$ cat src/rtl/key_load_ctrl_if.sv
// rtl/key_load_ctrl_if.sv - key-store read bus between the key loader and the on-chip key store
interface key_load_ctrl_if #(
  parameter int ADDR_W = 4,
  parameter int WORD_W = 4
);
  logic              mem_req;
  logic [ADDR_W-1:0] mem_addr;
  logic              mem_ack;
  logic [WORD_W-1:0] mem_data;
  logic              mem_par;

  modport master (
    output mem_req, mem_addr,
    input  mem_ack, mem_data, mem_par
  );

  modport slave (
    input  mem_req, mem_addr,
    output mem_ack, mem_data, mem_par
  );
endinterface

$ cat src/rtl/key_load_ctrl.sv
// rtl/key_load_ctrl.sv - fetches, parity-checks and atomically commits the key of a locked core
module key_load_ctrl #(
  parameter int KEY_BITS  = 12,
  parameter int WORD_W    = 4,
  parameter int ADDR_W    = 4,
  parameter int BASE_ADDR = 0,
  parameter int TIMEOUT   = 15
) (
  input  logic                clk,
  input  logic                rst,
  input  logic                start,
  input  logic                relock,
  key_load_ctrl_if.master     mem,
  output logic [KEY_BITS-1:0] key_out,
  output logic                key_valid,
  output logic                busy,
  output logic                err,
  output logic [1:0]          err_code
);
  localparam int NUM_WORDS = KEY_BITS / WORD_W;
  localparam int IDX_W     = (NUM_WORDS > 1) ? $clog2(NUM_WORDS) : 1;
  localparam int CNT_W     = $clog2(TIMEOUT + 1);

  localparam logic [ADDR_W-1:0] BASE     = ADDR_W'(BASE_ADDR);
  localparam logic [IDX_W-1:0]  LAST_IDX = IDX_W'(NUM_WORDS - 1);
  localparam logic [CNT_W-1:0]  CNT_LAST = CNT_W'(TIMEOUT - 1);

  typedef enum logic [2:0] {IDLE, REQ, GAP, COMMIT, LOADED, ERROR} state_t;

  state_t              state;
  logic [IDX_W-1:0]    idx;
  logic [CNT_W-1:0]    cnt;
  logic [KEY_BITS-1:0] shadow;

  logic             parity_ok;
  logic [IDX_W-1:0] next_idx;

  assign parity_ok = ^{mem.mem_data, mem.mem_par};
  assign next_idx  = idx + IDX_W'(1);

  always_ff @(posedge clk or posedge rst) begin
    if (rst) begin
      state        <= IDLE;
      idx          <= '0;
      cnt          <= '0;
      shadow       <= '0;
      key_out      <= '0;
      key_valid    <= 1'b0;
      mem.mem_req  <= 1'b0;
      mem.mem_addr <= BASE;
      busy         <= 1'b0;
      err          <= 1'b0;
      err_code     <= 2'b00;
    end else if (relock) begin
      state        <= IDLE;
      idx          <= '0;
      cnt          <= '0;
      shadow       <= '0;
      key_out      <= '0;
      key_valid    <= 1'b0;
      mem.mem_req  <= 1'b0;
      mem.mem_addr <= BASE;
      busy         <= 1'b0;
      err          <= 1'b0;
      err_code     <= 2'b00;
    end else begin
      case (state)
        // key_out/key_valid are left alone so a reload keeps the old key live
        IDLE, LOADED, ERROR: begin
          if (start) begin
            state        <= REQ;
            idx          <= '0;
            cnt          <= '0;
            mem.mem_req  <= 1'b1;
            mem.mem_addr <= BASE;
            busy         <= 1'b1;
            err          <= 1'b0;
            err_code     <= 2'b00;
          end
        end
        REQ: begin
          if (mem.mem_ack && parity_ok) begin
            shadow[idx*WORD_W +: WORD_W] <= mem.mem_data;
            mem.mem_req <= 1'b0;
            if (idx == LAST_IDX) begin
              state <= COMMIT;
            end else begin
              idx          <= next_idx;
              mem.mem_addr <= BASE + ADDR_W'(next_idx);
              state        <= GAP;
            end
          end else if (mem.mem_ack || cnt == CNT_LAST) begin
            // a failed load must never leave any key, old or partial, applied
            state       <= ERROR;
            mem.mem_req <= 1'b0;
            busy        <= 1'b0;
            err         <= 1'b1;
            err_code    <= mem.mem_ack ? 2'b01 : 2'b10;
            key_out     <= '0;
            key_valid   <= 1'b0;
            shadow      <= '0;
          end else begin
            cnt <= cnt + CNT_W'(1);
          end
        end
        GAP: begin
          state       <= REQ;
          cnt         <= '0;
          mem.mem_req <= 1'b1;
        end
        COMMIT: begin
          key_out   <= shadow;
          key_valid <= 1'b1;
          busy      <= 1'b0;
          state     <= LOADED;
        end
        default: state <= IDLE;
      endcase
    end
  end
endmodule

$ cat src/flat_wrapper.sv
// flat-port wrapper written by rule: the top's interface ports become plain ports
module key_load_ctrl_flat 
#(
  parameter int KEY_BITS  = 12,
  parameter int WORD_W    = 4,
  parameter int ADDR_W    = 4,
  parameter int BASE_ADDR = 0,
  parameter int TIMEOUT   = 15
)
  (clk, rst, start, relock, key_out, key_valid, busy, err, err_code, mem_mem_req, mem_mem_addr, mem_mem_ack, mem_mem_data, mem_mem_par);
  key_load_ctrl_if #(.ADDR_W(ADDR_W), .WORD_W(WORD_W)) mem_i ();
  input  logic clk;
  input  logic rst;
  input  logic start;
  input  logic relock;
  output logic [KEY_BITS-1:0] key_out;
  output logic key_valid;
  output logic busy;
  output logic err;
  output logic [1:0] err_code;
  output wire logic [$bits(mem_i.mem_req)-1:0] mem_mem_req;
  output wire logic [$bits(mem_i.mem_addr)-1:0] mem_mem_addr;
  input wire logic [$bits(mem_i.mem_ack)-1:0] mem_mem_ack;
  input wire logic [$bits(mem_i.mem_data)-1:0] mem_mem_data;
  input wire logic [$bits(mem_i.mem_par)-1:0] mem_mem_par;
  assign mem_mem_req = mem_i.mem_req;
  assign mem_mem_addr = mem_i.mem_addr;
  assign mem_i.mem_ack = mem_mem_ack;
  assign mem_i.mem_data = mem_mem_data;
  assign mem_i.mem_par = mem_mem_par;
  key_load_ctrl #(.KEY_BITS(KEY_BITS), .WORD_W(WORD_W), .ADDR_W(ADDR_W), .BASE_ADDR(BASE_ADDR), .TIMEOUT(TIMEOUT)) u_core (.clk(clk), .rst(rst), .start(start), .relock(relock), .mem(mem_i), .key_out(key_out), .key_valid(key_valid), .busy(busy), .err(err), .err_code(err_code));
endmodule
$ cat config.mk
export PLATFORM = sky130hd
export DESIGN_NAME = key_load_ctrl_flat
export DESIGN_NICKNAME = d
export VERILOG_FILES = /design/src/rtl/key_load_ctrl_if.sv /design/src/rtl/key_load_ctrl.sv /design/src/flat_wrapper.sv
export SDC_FILE = /design/constraint.sdc
export NUM_CORES = 1
export LEC_CHECK = 0
export CAP_MARGIN = 0
export CORE_MARGIN = 2
export CORE_UTILIZATION = 52
export DETAILED_ROUTE_END_ITERATION = 7
export PLACE_DENSITY = 0.8
export SLEW_MARGIN = 20
export SYNTH_ARGS = -nofsm -noshare
export SYNTH_HDL_FRONTEND = slang
export SYNTH_SLANG_ARGS = --single-unit
$ cat constraint.sdc
create_clock -name clk -period 2.7 [get_ports clk]
set_input_delay 0.27 -clock clk [delete_from_list [all_inputs] [get_ports clk]]
set_output_delay 0.27 -clock clk [all_outputs]
set_load 0.01 [all_outputs]
==> metrics.yaml <==
drcViolationCount: 0
grt_max_degree: 40
pre_cts_ws_ns: 0.05974
io_buffers: 29
ir_drop_uv: 371.2
combinationalPowerShare_pct: 19.0
slew_violations: 0
p_int_mw: 0.7912
cp.required_ns: 2.98
antenna_found_initial: 0
cp-start-kind: "primary input"
synth_area_um2: 1899
post-route-min-period_ns: 2.306
start_util_pct: 55.60
synth_seq_cells: 39
crit_chain: "clkdlybuf4s50_1, xnor3_1, xnor2_2, a21oi_1, o22ai_1, a22o_1"
layout_common_cells: "39 x dfrtp_1, 29 x clkdlybuf4s50_1, 21 x a22o_1, 13 x nor2_1"
core_um2: 3416
clkPwrFrac_pct: 25.5
clk_pin_slew_ns: 0.11
seq_area_frac_synth_pct: 51.38
hold_class: "primary input to asynchronous set/reset pin"
fin_ws_ns: 0.3944
dp_hpwl_um: 3163
arrival_ns: 2.58
grt_util_met3_pct: 6.250
switching_share_pct: 28.99
place.gp.congestion: 0.7965
slowest_delay_ns: 0.74
cap_violations: 0
io_pins: 32
syn_area_per_cell_um2: 10.92
drive_gt1_share_pct: 12.32
async_flop_share_pct: 100.0
post_cts_buffers: 0
clockBufferDepth: 2
n_antenna_cell: 0
num_vias: 1498
avgViaCountPerCell: 5.829
synth-warning-count: 0
slew_headroom_pct: 35.43
cts.sinks: 39
cts_tree: "built"
synth_edf_count: 0
cp_max_fo: 12
cts_resized: 0
num-nets-final: 227
cts_htree_levels: 2
grt_pass1_vias: 1440
powerDensity_nw_per_um2: 480.1
post-route-period-util_pct: 85.39
switching_power_mw: 0.3230
area_delta_synth_final_pct: 22.20
layout_commonest_cell: "dfrtp_1"
worst_pin_slew_ns: 0.9685
rsz0062_at_grt: "false"
dp_cells: 249
die_w_um: 64.44
tns_ns: 0
crit_path_end_kind: "register"
grt.overflow.total: 0
row_count: 21
cts_buffers: 5
routedWlPerCell_um: 16.54
finalWirelength_um: 4252
fin_skew_ns: 0.005805
cts_hold_buf: 0
grt_use_met1_pct: 29.21
finalSetupViolCount: 0
drt_iter0_markers: 62
firstDrtPassIters: 4
syn_inst: 174
leakage_nw: 1.063
clkLatencyLatePin_ns: 0.34
dieArea_um2: 4152
fin_cells: 257
critical_path_class: "primary input to register"
antenna_left: 0
top_usage_layer: "met2"
fmaxAchievable_mhz: 433.7
hold_violations: 0
grt_pass1_wl_um: 7003
power_frac_seq_pct: 55.4
die_height_um: 64.44
grt.met2_usage_pct: 37.24
status: "finished, final reports clean"
cts_root_buf: "clkbuf_4"
grt_usage_pct: 22.51
critPathSlowestCell: "o22ai_1"
synthDistinctLibCells: 43
ys.flop_type: "dfrtp_1"
==> worst max-delay path: cells and delay by family <==
| kind | cells | cell delay [ns] |
|---|---|---|
| xor gates and xnor gates | 2 | 0.70 |
| AOI/OAI and AO/OA | 3 | 1.13 |
| buffers and inverters | 1 | 0.48 |
==> per-stage QoR <==
step	instance area [um2]	power, mW	hold WS (ns)	utilization (%)
3_3_place_gp	2271	0.8336	0.4606	66.48
4_1_cts	2321	1.126	0.3374	67.95
2_1_floorplan	1903	0.7621	0.4025	-
3_5_place_dp	2271	0.8397	0.4878	66.48
5_1_grt	2321	1.170	0.3686	67.95
6_report	2321	1.114	0.3353	67.95
==> flip-flops by register name, indices dropped and copies added (netlist names) <==
| register | flops |
|---|---|
| u_core.key_out | 12 |
| u_core.shadow | 12 |
| u_core.cnt | 4 |
| u_core.state | 3 |
| u_core.err_code | 2 |
| u_core.mem.mem_addr | 2 |
| u_core.busy | 1 |
| u_core.err | 1 |
| u_core.key_valid | 1 |
| u_core.mem.mem_req | 1 |
==> power by group through the flow <==
stage               registers (mW)  clock network (mW)  logic, mW
CTS                          0.617               0.296      0.213
floorplan                    0.628                   0      0.134
finish                       0.618               0.285      0.212
global placement             0.627                   0      0.206
detailed placement           0.628                   0      0.211
global route                 0.621               0.316      0.233
==> routing by layer <==
metal	up-vias	part of all wire, %
met3	6	4.4
met1	743	44
li1	705	-
met5	-	0
met2	44	50
met4	0	1.3
==> cell families after synthesis <==
| group | Yosys count | synth area share [%] |
|---|---|---|
| AOI/OAI and AO/OA | 59 | 24.04 |
| adders and majority gates | 7 | 4.611 |
| other | 1 | 0.1974 |
| DFF | 39 | 51.38 |
| xor gates and xnor gates | 4 | 2.965 |
| and+or+nand+nor | 48 | 13.11 |
| buffers and inverters | 16 | 3.689 |
==> synthesized netlist by cell type, drive strengths merged, types with 2 or more instances <==
cell	n	area (um2)
nand2b	3	18.77
nor2	13	48.80
a31o	5	43.79
a31oi	2	12.51
inv	6	22.52
a21o	2	15.01
o21ai	5	25.02
ha	7	87.58
clkbuf	6	22.52
nand3	2	10.01
nor3	3	20.02
xor2	2	17.52
or2	3	18.77
nor3b	5	37.54
buf	4	25.02
a22o	21	183.9
o31ai	2	25.02
a211oi	2	15.01
dfrtp	39	975.9
o22ai	2	12.51
nor2b	4	25.02
a21oi	10	50.05
nand2	10	37.54
==> path summary, 6_finish.rpt <==
| kind | startpoint | to | slack, ns | cells past startpoint |
|---|---|---|---|---|
| setup / recovery | mem_mem_data[2] | u_core.key_out[7] | 0.39 | 6 |
| hold / removal | rst | u_core.shadow[10] | 0.34 | 3 |
| setup reg to reg | u_core.cnt[0] | u_core.key_out[7] | 0.54 | 6 |
| hold reg to reg | u_core.shadow[2] | u_core.key_out[2] | 0.51 | 1 |
| max in group asynchronous | rst | u_core.key_out[1] | 2.03 | 3 |
| min in group clk | u_core.shadow[2] | u_core.key_out[2] | 0.51 | 1 |
==> cell type report <==
cell class	count	area (um2)
Clock buffer	7	45.04
Clock inverter	1	5.005
Fill cell	278	1095
Inverter	6	22.52
Multi-Input combinational cell	120	857.1
Sequential cell	39	975.9
Tap cell	46	57.56
Timing Repair Buffer	38	357.8
Note: power is estimated with default switching activity, not from simulation.
